===== config.mk =====
export PLATFORM = sky130hd
export DESIGN_NAME = vc_out_arbiter
export DESIGN_NICKNAME = d
export VERILOG_FILES = /design/src/rtl/noc_pkg.sv /design/src/rtl/vc_out_arbiter_rr_arbiter.sv /design/src/rtl/vc_out_arbiter.sv
export SDC_FILE = /design/constraint.sdc
export NUM_CORES = 1
export LEC_CHECK = 0
export ABC_CLOCK_PERIOD_IN_PS = 4540
export CAP_MARGIN = 25
export CORE_MARGIN = 4
export CORE_UTILIZATION = 30
export CTS_BUF_LIST = sky130_fd_sc_hd__clkbuf_8
export CTS_CLUSTER_DIAMETER = 50
export CTS_CLUSTER_SIZE = 12
export DETAILED_ROUTE_END_ITERATION = 7
export PLACE_DENSITY = 0.68
export SLEW_MARGIN = 20
export SYNTH_ARGS = -nofsm -noshare
export SYNTH_HDL_FRONTEND = slang
export SYNTH_SLANG_ARGS = --single-unit
export TNS_END_PERCENT = 100

===== constraint.sdc =====
create_clock -name clk -period 4.54 [get_ports clk]
set_input_delay 1.135 -clock clk [delete_from_list [all_inputs] [get_ports clk]]
set_output_delay 1.135 -clock clk [all_outputs]
set_load 0.005 [all_outputs]

===== src/rtl/noc_pkg.sv =====
// Shared NoC constants: flit width, flit-type encoding and type-field position.
package noc_pkg;

  localparam int unsigned FLIT_W  = 34;
  localparam int unsigned TYPE_W  = 2;
  localparam int unsigned TYPE_HI = FLIT_W - 1;
  localparam int unsigned TYPE_LO = FLIT_W - TYPE_W;

  typedef enum logic [1:0] {
    FT_HEAD   = 2'b00,
    FT_BODY   = 2'b01,
    FT_SINGLE = 2'b10,
    FT_TAIL   = 2'b11
  } flit_type_t;

  localparam flit_type_t HEAD   = FT_HEAD;
  localparam flit_type_t BODY   = FT_BODY;
  localparam flit_type_t TAIL   = FT_TAIL;
  localparam flit_type_t SINGLE = FT_SINGLE;

  typedef enum logic {
    VC_IDLE   = 1'b0,
    VC_IN_PKT = 1'b1
  } vc_state_t;

endpackage


===== src/rtl/vc_out_arbiter_rr_arbiter.sv =====
// Round-robin one-hot grant: first requester after the last winner, wrapping.
module rr_arbiter #(
  parameter int unsigned N = 3,
  localparam int unsigned LAST_W = (N > 1) ? $clog2(N) : 1
) (
  input  logic [N-1:0]      req_i,
  input  logic [LAST_W-1:0] last_i,
  output logic [N-1:0]      gnt_c
);

  logic [LAST_W-1:0] idx;
  logic              found;

  always_comb begin
    gnt_c = '0;
    found = 1'b0;
    idx   = '0;
    for (int unsigned k = 1; k <= N; k++) begin
      idx = LAST_W'((32'(last_i) + k) % N);
      if (!found && req_i[idx]) begin
        gnt_c[idx] = 1'b1;
        found      = 1'b1;
      end
    end
  end

endmodule


===== src/rtl/vc_out_arbiter.sv =====
// Flit-level round-robin VC output arbiter with per-VC framing check.
// VC_OUT_CREDIT_FC_EN swaps ready_i backpressure for per-VC credit counters.
module vc_out_arbiter
  import noc_pkg::*;
#(
`ifdef VC_OUT_CREDIT_FC_EN
  parameter int unsigned BUF_DEPTH = 2,
`endif
  parameter int unsigned N_VC   = 3,
  parameter int unsigned FLIT_W = noc_pkg::FLIT_W
) (
  input  logic                     clk,
  input  logic                     arst,
  input  logic [N_VC*FLIT_W-1:0]   vc_fdata_i,
  input  logic [N_VC-1:0]          vc_valid_i,
  output logic [N_VC-1:0]          vc_ready_o,
  output logic [FLIT_W-1:0]        fdata_o,
  output logic [1:0]               vc_id_o,
  output logic                     valid_o,
`ifdef VC_OUT_CREDIT_FC_EN
  input  logic [N_VC-1:0]          credit_i,
`else
  input  logic                     ready_i,
`endif
  output logic                     proto_err_o
);

  localparam int unsigned PTR_W = (N_VC > 1) ? $clog2(N_VC) : 1;

  logic [N_VC-1:0]   eligible_c;
  logic [N_VC-1:0]   gnt_c;
  logic              accept_c;
  logic              load_c;
  logic [PTR_W-1:0]  gidx_c;
  logic [FLIT_W-1:0] gflit_c;
  flit_type_t        gtype_c;

  logic [FLIT_W-1:0] fdata_q;
  logic [1:0]        vc_id_q;
  logic              valid_q;
  logic              err_q, err_d;
  logic [PTR_W-1:0]  rr_ptr_q;
  vc_state_t         st_q [N_VC];
  vc_state_t         st_d [N_VC];

`ifdef VC_OUT_CREDIT_FC_EN
  localparam int unsigned CNT_W = $clog2(BUF_DEPTH + 1);
  logic [CNT_W-1:0] cnt_q [N_VC];

  always_comb begin
    for (int unsigned v = 0; v < N_VC; v++) begin
      eligible_c[v] = vc_valid_i[v] && (cnt_q[v] != '0);
    end
  end
  assign accept_c = 1'b1;

  // Downstream buffer credits: spend on load, refill on credit_i, saturate at depth.
  always_ff @(posedge clk or negedge arst) begin
    if (!arst) begin
      for (int unsigned v = 0; v < N_VC; v++) cnt_q[v] <= CNT_W'(BUF_DEPTH);
    end else begin
      for (int unsigned v = 0; v < N_VC; v++) begin
        if (vc_ready_o[v] && !credit_i[v]) begin
          cnt_q[v] <= cnt_q[v] - CNT_W'(1);
        end else if (credit_i[v] && !vc_ready_o[v] && (cnt_q[v] != CNT_W'(BUF_DEPTH))) begin
          cnt_q[v] <= cnt_q[v] + CNT_W'(1);
        end
      end
    end
  end
`else
  assign eligible_c = vc_valid_i;
  assign accept_c   = !valid_q || ready_i;
`endif

  rr_arbiter #(.N(N_VC)) u_rr (
    .req_i  (eligible_c),
    .last_i (rr_ptr_q),
    .gnt_c  (gnt_c)
  );

  assign load_c     = accept_c && (|eligible_c);
  assign vc_ready_o = load_c ? gnt_c : '0;

  // Winner index and its flit.
  always_comb begin
    gidx_c  = '0;
    gflit_c = '0;
    for (int unsigned v = 0; v < N_VC; v++) begin
      if (gnt_c[v]) begin
        gidx_c  = PTR_W'(v);
        gflit_c = vc_fdata_i[v*FLIT_W +: FLIT_W];
      end
    end
    gtype_c = flit_type_t'(gflit_c[FLIT_W-1 -: TYPE_W]);
  end

  // Framing: the popped VC moves to the state implied by the flit type; illegal moves flag.
  always_comb begin
    err_d = err_q;
    for (int unsigned v = 0; v < N_VC; v++) begin
      st_d[v] = st_q[v];
      if (vc_ready_o[v]) begin
        if (st_q[v] == VC_IDLE) begin
          if (gtype_c == BODY || gtype_c == TAIL) err_d = 1'b1;
        end else begin
          if (gtype_c == HEAD || gtype_c == SINGLE) err_d = 1'b1;
        end
        st_d[v] = (gtype_c == HEAD || gtype_c == BODY) ? VC_IN_PKT : VC_IDLE;
      end
    end
  end

  always_ff @(posedge clk or negedge arst) begin
    if (!arst) begin
      fdata_q  <= '0;
      vc_id_q  <= '0;
      valid_q  <= 1'b0;
      err_q    <= 1'b0;
      rr_ptr_q <= PTR_W'(N_VC - 1);
      for (int unsigned v = 0; v < N_VC; v++) st_q[v] <= VC_IDLE;
    end else begin
      if (load_c) begin
        fdata_q  <= gflit_c;
        vc_id_q  <= 2'(gidx_c);
        valid_q  <= 1'b1;
        rr_ptr_q <= gidx_c;
      end else if (accept_c) begin
        valid_q  <= 1'b0;
      end
      err_q <= err_d;
      for (int unsigned v = 0; v < N_VC; v++) st_q[v] <= st_d[v];
    end
  end

  assign fdata_o     = fdata_q;
  assign vc_id_o     = vc_id_q;
  assign valid_o     = valid_q;
  assign proto_err_o = err_q;

endmodule


==> out/results.txt, run 1 <==
top cell type's share of synthesized area - 39.0%
crit path buf inv count - 3
Warnings, synthesis - 0
CP Data Arrival Time - 3.22 ns
Vias/cell - 5.10
CP cell instances - clkdlybuf4s50_1 > mux2i_1 > mux2i_1 > nor4b_2 > or2_1 > nand2_1 > inv_1 > clkdlybuf4s50_1
I/O pin cnt - 149
Fillers - 836
Slowest cell on crit path - clkdlybuf4s50_1
Setup Skew - 0.00669 ns
initial antenna violation count - 0
Final setup viols - 0
required time of the critical path - 3.40 ns
die area - 10300 um2
Post-synth top flop - dfrtp_1
Tcrit/Tclk final - 96.0%
number of flops mapped to enable cells by yosys - 0
Sw Share - 42.5%
vias in the first global route - 2921
final instance area - 4270 um2
post-route ant nets - 0
Final min period - 4.36 ns
first-pass GRT wire length - 14.6 mm
CTS buffer count - 5
die height - 102 um
layout cells sized above 1 - 5.27%
dominant cells by area after synthesis - dfrtp_1 39%, nand2_1 11%, and3_1 7.6%
RSZ-0062 raised after global routing - no
Setup Crit Path Kind - in2out
Row Count - 33
Reg power frac - 24.8%
fin. max-slew vios - 0
GPL Wtd Cong - 0.845
Fmax - 0.229 GHz
Worst setup EP type - output port
DP Area - 4160 um2
root buffer cell - clkbuf_8
startpoint class of the critical path - primary input
# nets final - 586
hold buffers post-CTS - 0
synthesized instance count - 339
Internal - 1.48 mW
combinational share of power - 66.5%
detailed-router iteration count before antenna repair - 6
dpl hpwl - 6.59 mm
status - finished clean
Post-Synthesis Net Count - 451
Reg clk slew, reported paths - 0.08 ns
Wirelength per Cell - 16.0 um
vias post-DR - 2951
Ant. Diodes - 0
Hold Crit Class - reg2reg
Top Family by Delay on Critical Path - buffers and inverters
Synth Register Bits - 42
Seq/Total Area, Yosys - 40.0%
H-tree levels - 2
Post-CTS Resized - 0
gr usage total - 17.8%
Max VDD drop - 0.537 mV
Starting Density - 31.4%
max incr delay on CP - 0.51 ns
Cell Area, Synth - 2630 um2
clock sink count - 42
sw power - 1.09 mW
die span in x - 102 um
leak pwr - 1.74 nW
Core Area - 8380 um2
clock buffer depth - 2
area leader, netlist - dfrtp_1
most common cell after layout, fill and taps aside - clkdlybuf4s50_1
Worst-Margin Slew - 0.679 ns
Synth async-reset ratio - 100%
fin util - 50.9%
CTS tree - built
Clk pwr share - 8.7%
P&R area growth vs syn - 62.2%
drt initial violations - 72
pwr dens - 602 nW/um2
# port buffers - 148
final wirelength - 9.24 mm
pin count of the biggest net entering global routing - 73
crit path max fanout - 5
post-CTS setup buffer count - 0
Max Cap Violations - 0
library cells used by synthesis - 40
total gr overflow - 0
Clock Latency Late Sink - 0.29 ns
syn_area_per_cell - 7.76 um2
most frequent cells in the layout - 147 x clkdlybuf4s50_1, 76 x nand2_1, 41 x dfrtp_1
max_slew headroom - 54.7%
DRC - 0
setup TNS - 0 ns
final hold vios - 0
logic make-up (layout without fill, tap and decap cells):
kind of cell,Yosys count,in the layout,synth area share (%)
adders and majority gates,4,4,1.90
xor gates and xnor gates,1,1,0.333
buffers and inverters,36,171,6.28
muxes,6,6,2.38
DFF,42,42,40.0
AOI/OAI and AO/OA,94,94,20.8
and+or+nand+nor,156,156,28.3
layer usage:
metal | vias to the layer above | global-route usage (%) | routed length, um
met3 | 11 | 4.41 | 830
met1 | 1375 | 23.0 | 3960
li1 | 1444 | - | -
met4 | 0 | 4.70 | 133
met5 | - | 0 | 0
met2 | 121 | 29.6 | 4310
registers in the layout, summed over array words and instances (netlist names):
| register | count |
|---|---|
| vc_id_o | 2 |
| rr_ptr_q | 1 |
| proto_err_o | 1 |
| valid_o | 1 |
| fdata_o | 34 |
| st_q | 3 |
path summary, 6_finish.rpt:
check | endpoint | slack, ns | startpoint | depth (start not counted)
setup reg to reg | st_q[1] | 1.62 | rr_ptr_q[1] | 10
min in group asynchronous | fdata_o[18] | 0.83 | arst | 1
hold / removal | vc_id_o[1] | 0.48 | vc_id_o[1] | 1
hold reg to reg | vc_id_o[1] | 0.48 | vc_id_o[1] | 1
setup / recovery | vc_ready_o[0] | 0.18 | vc_valid_i[2] | 8
max in group asynchronous | rr_ptr_q[1] | 3.13 | arst | 2
stage by stage:
stage | cells | setup WS (ns) | hold WS, ns | power (mW)
global route | 579 | 0.0655 | 0.508 | 2.82
global placement | 571 | 0.214 | 0.462 | 2.35
detailed placement | 571 | 0.179 | 0.472 | 2.36
finish | 579 | 0.181 | 0.484 | 2.57
CTS | 578 | 0.185 | 0.490 | 2.59
floorplan | 339 | 1.19 | 0.470 | 1.72
cell usage after synthesis, types with 2 or more instances:
cell type and n:
a211oi_1 2, a21o_1 6, a21oi_1 3, and3_1 32, buf_4 5, clkbuf_1 19, clkbuf_2 2, dfrtp_1 41
ha_1 4, inv_1 8, mux2_2 2, mux2i_1 4, nand2_1 76, nand2b_1 2, nand3_1 34, nor2_1 4
nor2b_1 2, o21a_1 2, o21ai_0 39, o21ai_1 31, o221ai_1 2
cell type report:
class                      count  area [um2]  area share (%)
clock buffer                   5        68.8            1.61
clock inverter                 2        7.51           0.176
inverter                       8        30.0           0.704
multi-input combinational    261        1420            33.3
sequential                    42        1050            24.7
tap                          105         131            3.08
timing repair buffer         156        1560            36.5
power by group through the flow:
stage | combinational, mW | clock, mW | sequential, mW
floorplan | 1.07 | 0 | 0.648
global placement | 1.71 | 0 | 0.641
detailed placement | 1.72 | 0 | 0.645
CTS | 1.72 | 0.233 | 0.639
global route | 1.91 | 0.251 | 0.661
finish | 1.71 | 0.224 | 0.637
Power figures use the tool's default switching activity.
==> inputs of run 2 (changes only) <==
--- a/config.mk
+++ b/config.mk
@@ -6,14 +6,16 @@
 export NUM_CORES = 1
 export LEC_CHECK = 0
 export ABC_CLOCK_PERIOD_IN_PS = 4540
-export CAP_MARGIN = 25
+export CAP_MARGIN = 20
+export CELL_PAD_IN_SITES_DETAIL_PLACEMENT = 1
+export CELL_PAD_IN_SITES_GLOBAL_PLACEMENT = 1
 export CORE_MARGIN = 4
-export CORE_UTILIZATION = 30
+export CORE_UTILIZATION = 29
 export CTS_BUF_LIST = sky130_fd_sc_hd__clkbuf_8
 export CTS_CLUSTER_DIAMETER = 50
 export CTS_CLUSTER_SIZE = 12
 export DETAILED_ROUTE_END_ITERATION = 7
-export PLACE_DENSITY = 0.68
+export PLACE_DENSITY = 0.91
 export SLEW_MARGIN = 20
 export SYNTH_ARGS = -nofsm -noshare
 export SYNTH_HDL_FRONTEND = slang
==> out/results.txt, run 2 (synthesis gave the netlist of run 1 again) <==
Reg2Reg Launch Point - rr_ptr_q[1] (unchanged)
CTS tree - built (unchanged)
Clock Latency Late Sink - 0.29 ns (about the same)
max reg flops - 34 (unchanged)
Final setup viols - 0 (unchanged)
Fillers - 1076 (was 836)
Hold Crit Class - reg2reg (unchanged)
Sequential Area - 1050 um2 (unchanged)
Setup Skew - 0.00214 ns (was 0.00669 ns)
H-tree levels - 2 (unchanged)
Max Cap Violations - 0 (unchanged)
crit path max fanout - 5 (unchanged)
Tcrit/Tclk final - 97.2% (was 96.0%)
hold buffers post-CTS - 0 (unchanged)
Vias/cell - 5.18 (was 5.10)
dpl cells - 574 (was 571)
Worst setup EP type - output port (unchanged)
vias post-DR - 3012 (was 2951)
required time of the critical path - 3.40 ns (about the same)
first-pass GRT wire length - 16.4 mm (was 14.6 mm)
layout cells sized above 1 - 5.06% (was 5.27%)
Clk pwr share - 8.7% (about the same)
gr usage total - 19.5% (was 17.8%)
sw power - 1.12 mW (was 1.09 mW)
Setup Crit Path Kind - in2out (unchanged)
DRC - 0 (unchanged)
Core Area - 8760 um2 (was 8380 um2)
GPL Wtd Cong - 0.991 (was 0.845)
final wirelength - 10.2 mm (was 9.24 mm)
Reg clk slew, reported paths - 0.08 ns (about the same)
Worst-Margin Slew - 0.983 ns (was 0.679 ns)
setup TNS - 0 ns (unchanged)
leak pwr - 1.73 nW (was 1.74 nW)
die span in x - 103 um (was 102 um)
I/O pin cnt - 149 (unchanged)
Starting Density - 30.0% (was 31.4%)
die height - 103 um (was 102 um)
vias in the first global route - 3346 (was 2921)
startpoint class of the critical path - primary input (unchanged)
final hold vios - 0 (unchanged)
RSZ-0062 raised after global routing - no (unchanged)
Worst Hold Launch - fdata_o[20] (was vc_id_o[1])
post-route ant nets - 0 (unchanged)
Post-CTS Resized - 0 (unchanged)
clock sink count - 42 (unchanged)
pin count of the biggest net entering global routing - 73 (unchanged)
max_slew headroom - 34.4% (was 54.7%)
root buffer cell - clkbuf_8 (unchanged)
Critical Path Start - vc_valid_i[2] (unchanged)
Internal - 1.48 mW (about the same)
CTS buffer count - 5 (unchanged)
Ant. Diodes - 0 (unchanged)
# port buffers - 148 (unchanged)
clock buffer depth - 2 (unchanged)
Sw Share - 43.2% (was 42.5%)
Layout Cells excl Fill - 582 (was 579)
Wirelength per Cell - 17.6 um (was 16.0 um)
die area - 10700 um2 (was 10300 um2)
most common cell after layout, fill and taps aside - clkdlybuf4s50_1 (unchanged)
total gr overflow - 0 (unchanged)
Row Count - 34 (was 33)
CP Data Arrival Time - 3.28 ns (was 3.22 ns)
multi-input logic area - 1420 um2 (unchanged)
P&R area growth vs syn - 61.5% (was 62.2%)
detailed-router iteration count before antenna repair - 4 (was 6)
initial antenna violation count - 0 (unchanged)
Fmax - 0.227 GHz (was 0.229 GHz)
post-CTS setup buffer count - 0 (unchanged)
combinational share of power - 66.7% (was 66.5%)
# nets final - 585 (was 586)
status - finished clean (unchanged)
dpl hpwl - 7.71 mm (was 6.59 mm)
pwr dens - 612 nW/um2 (was 602 nW/um2)
Reg power frac - 24.6% (was 24.8%)
fin. max-slew vios - 0 (unchanged)
most frequent cells in the layout - 147 x clkdlybuf4s50_1, 76 x nand2_1, 41 x dfrtp_1 (unchanged)
Max VDD drop - 0.351 mV (was 0.537 mV)
drt initial violations - 93 (was 72)
Final min period - 4.41 ns (was 4.36 ns)
run 2: changes by cell type in the layout (fill, tap and decap cells not counted):
cell,delta
buf_16,-1
inv_1,+1
run 2: worst max-delay path: stages:
cell,delay [ns]
clkdlybuf4s50_1,0.50
mux2i_1,0.25
mux2i_1,0.16
nor4b_2,0.34
or2_1,0.19
nand2_1,0.10
inv_1,0.10
clkdlybuf4s50_1,0.51
run 2: cell type report:
| type | instances | share of cell area, % |
|---|---|---|
| clock inverters | 3 | 0.265 |
| well taps | 108 | 3.18 |
| flip-flops and latches | 42 | 24.8 |
| inverters | 8 | 0.707 |
| repair buffers | 155 | 36.0 |
| multi-input cells | 261 | 33.4 |
| clock buffers | 5 | 1.62 |
run 2: metrics by stage:
step | hold WS (ns) | instance area (um2) | setup slack [ns] | total power, mW | util (%)
detailed placement | 0.477 | 4170 | 0.132 | 2.40 | 47.5
CTS | 0.495 | 4250 | 0.133 | 2.64 | 48.5
floorplan | 0.470 | 2630 | 1.19 | 1.72 | -
global placement | 0.460 | 4170 | 0.213 | 2.31 | 47.5
finish | 0.487 | 4250 | 0.129 | 2.60 | 48.5
global route | 0.512 | 4250 | 0.0463 | 2.86 | 48.5
run 2: worst paths after layout:
| kind | slack, ns | cells past startpoint | endpoint |
|---|---|---|---|
| min in group asynchronous | 1.01 | 1 | fdata_o[30] |
| setup / recovery | 0.13 | 8 | vc_ready_o[0] |
| hold reg to reg | 0.49 | 2 | fdata_o[20] |
| hold / removal | 0.49 | 2 | fdata_o[20] |
| setup reg to reg | 1.54 | 10 | st_q[1] |
| max in group asynchronous | 2.92 | 1 | fdata_o[8] |
run 2: power groups by stage:
stage	Clock [mW]	Combinational (mW)	Sequential, mW
after floorplan	0	1.07	0.648
after global placement	0	1.67	0.638
after detailed placement	0	1.75	0.650
after CTS	0.237	1.76	0.642
after global routing	0.253	1.94	0.665
final	0.225	1.73	0.640
run 2: metal layers:
| metal | part of all wire (%) | global-route usage, % | vias up |
|---|---|---|---|
| li1 | - | - | 1439 |
| met1 | 39 | 22.6 | 1458 |
| met2 | 53 | 36.1 | 99 |
| met3 | 6.5 | 4.29 | 16 |
| met4 | 1.7 | 4.98 | 0 |
| met5 | 0 | 0 | - |
==> inputs of run 3 (changes only) <==
--- a/config.mk
+++ b/config.mk
@@ -10,12 +10,11 @@
 export CELL_PAD_IN_SITES_DETAIL_PLACEMENT = 1
 export CELL_PAD_IN_SITES_GLOBAL_PLACEMENT = 1
 export CORE_MARGIN = 4
-export CORE_UTILIZATION = 29
-export CTS_BUF_LIST = sky130_fd_sc_hd__clkbuf_8
+export CORE_UTILIZATION = 28
 export CTS_CLUSTER_DIAMETER = 50
 export CTS_CLUSTER_SIZE = 12
 export DETAILED_ROUTE_END_ITERATION = 7
-export PLACE_DENSITY = 0.91
+export PLACE_DENSITY = 0.88
 export SLEW_MARGIN = 20
 export SYNTH_ARGS = -nofsm -noshare
 export SYNTH_HDL_FRONTEND = slang
==> out/results.txt, run 3 (synthesis gave the netlist of run 1 again) <==
final instance area - 4290 um2 (was 4250 um2)
pwr dens - 619 nW/um2 (was 612 nW/um2)
Final min period - 4.40 ns (was 4.41 ns)
Vias/cell - 5.26 (was 5.18)
required time of the critical path - 3.40 ns (about the same)
pin count of the biggest net entering global routing - 73 (unchanged)
P&R area growth vs syn - 63.3% (was 61.5%)
startpoint class of the critical path - primary input (unchanged)
fin. max-slew vios - 0 (unchanged)
CTS buffer count - 5 (unchanged)
setup TNS - 0 ns (unchanged)
Placement Setup Slack - 0.159 ns (was 0.132 ns)
Reg2Reg Launch Point - rr_ptr_q[1] (unchanged)
crit path buf inv count - 3 (unchanged)
clock sink count - 42 (unchanged)
die span in x - 105 um (was 103 um)
Final setup viols - 0 (unchanged)
RR Endpoint - st_q[2] (was st_q[1])
# nets final - 587 (was 585)
final wirelength - 9.93 mm (was 10.2 mm)
Reg clk slew, reported paths - 0.08 ns (about the same)
Setup Skew - 0.00634 ns (was 0.00214 ns)
Fillers - 1117 (was 1076)
total gr overflow - 0 (unchanged)
I/O pin cnt - 149 (unchanged)
Worst R2R Setup Slack - 1.52 ns (was 1.54 ns)
multi-input logic area - 1420 um2 (unchanged)
CP cell instances - clkdlybuf4s50_1 > mux2i_1 > mux2i_1 > nor4b_2 > or2_1 > nand2_1 > inv_1 > clkdlybuf4s50_1 (unchanged)
Wirelength per Cell - 16.9 um (was 17.6 um)
Setup Crit Path Kind - in2out (unchanged)
Core Area - 9200 um2 (was 8760 um2)
H-tree levels - 2 (unchanged)
Fmax - 0.227 GHz (about the same)
GPL Wtd Cong - 0.878 (was 0.991)
leak pwr - 1.75 nW (was 1.73 nW)
DRC - 0 (unchanged)
Tcrit/Tclk final - 97.0% (was 97.2%)
fin util - 46.7% (was 48.5%)
Max Cap Violations - 0 (unchanged)
post-CTS setup buffer count - 0 (unchanged)
gr usage total - 17.8% (was 19.5%)
DP Area - 4190 um2 (was 4170 um2)
final hold vios - 0 (unchanged)
vias post-DR - 3087 (was 3012)
Worst Hold Path EP - vc_id_o[1] (was fdata_o[20])
Ant. Diodes - 0 (unchanged)
Clock Latency Late Sink - 0.29 ns (about the same)
clock buffer depth - 2 (unchanged)
Slowest cell on crit path - clkdlybuf4s50_1 (unchanged)
detailed route wirelength on metal3 - 625 um (was 664 um)
wire length on met1 - 4.07 mm (was 4.00 mm)
initial antenna violation count - 0 (unchanged)
die area - 11000 um2 (was 10700 um2)
status - finished clean (unchanged)
max incr delay on CP - 0.51 ns (about the same)
Worst setup EP type - output port (unchanged)
die height - 105 um (was 103 um)
Max VDD drop - 0.359 mV (was 0.351 mV)
Worst Hold Launch - vc_id_o[1] (was fdata_o[20])
CP Data Arrival Time - 3.27 ns (was 3.28 ns)
Hold Crit Class - reg2reg (unchanged)
post-route ant nets - 0 (unchanged)
max_slew headroom - 61.6% (was 34.4%)
setup ws final - 0.135 ns (was 0.129 ns)
FF-to-FF path depth - 10 (unchanged)
WL met2 - 5.00 mm (was 5.40 mm)
Post-CTS Resized - 0 (unchanged)
CTS tree - built (unchanged)
root buffer cell - clkbuf_8 (unchanged)
drt initial violations - 125 (was 93)
Starting Density - 28.6% (was 30.0%)
RSZ-0062 raised after global routing - no (unchanged)
Top Layer Used - met4 (unchanged)
most frequent cells in the layout - 147 x clkdlybuf4s50_1, 76 x nand2_1, 41 x dfrtp_1 (unchanged)
detailed-router iteration count before antenna repair - 4 (unchanged)
dpl hpwl - 7.46 mm (was 7.71 mm)
max reg flops - 34 (unchanged)
hold buffers post-CTS - 0 (unchanged)
Row Count - 35 (was 34)
WHS Path Cells - 1 (was 2)
first-pass GRT wire length - 16.1 mm (was 16.4 mm)
# port buffers - 148 (unchanged)
vias in the first global route - 3279 (was 3346)
Top Family by Delay on Critical Path - buffers and inverters (unchanged)
most common cell after layout, fill and taps aside - clkdlybuf4s50_1 (unchanged)
Sequential Area - 1050 um2 (unchanged)
layout cells sized above 1 - 5.67% (was 5.06%)
crit path max fanout - 5 (unchanged)
Worst-Margin Slew - 0.577 ns (was 0.983 ns)
-- run 3: cell types whose count changed in the layout (fill, tap and decap cells not counted), sizes merged --
cell,before,now
buf,8,10
bufinv,0,1
clkbuf,5,7
inv,11,8
-- run 3: cell type report --
cell class,instances,area share (%)
flip-flops and latches,42,24.5
repair buffers,157,36.0
multi-input cells,261,33.1
clock inverters,1,0.699
clock buffers,7,1.78
well taps,111,3.23
inverters,8,0.699
-- run 3: how the worst max path moves through the flow --
| stage | depth (start not counted) | end | start |
|---|---|---|---|
| 2_1_floorplan | 7 | vc_ready_o[2] | vc_valid_i[2] |
| 3_3_place_gp | 7 | vc_ready_o[2] | vc_valid_i[2] |
| 3_5_place_dp | 8 | vc_ready_o[0] | vc_valid_i[2] |
| 4_1_cts | 8 | vc_ready_o[0] | vc_valid_i[2] |
| 5_1_grt | 7 | vc_ready_o[2] | vc_valid_i[2] |
| 6_report | 8 | vc_ready_o[0] | vc_valid_i[2] |
-- run 3: metal layers --
metal	GRT usage (%)	vias to the layer above
met1	20.5	1507
met2	31.7	111
met3	4.26	22
li1	-	1447
met4	6.65	0
met5	0	-
-- run 3: power by group --
group	switching [mW]	internal, mW	total, mW
sequential	0.0932	0.546	0.639
clock	0.130	0.165	0.295
combinational	0.889	0.835	1.72
total	1.11	1.55	2.66
-- run 3: metrics by stage --
step                cells  hold slack, ns  power (mW)
floorplan             339           0.470        1.72
global placement      579           0.461        2.32
detailed placement    579           0.469        2.40
CTS                   587           0.490        2.70
global route          587           0.514        2.90
finish                587           0.485        2.66
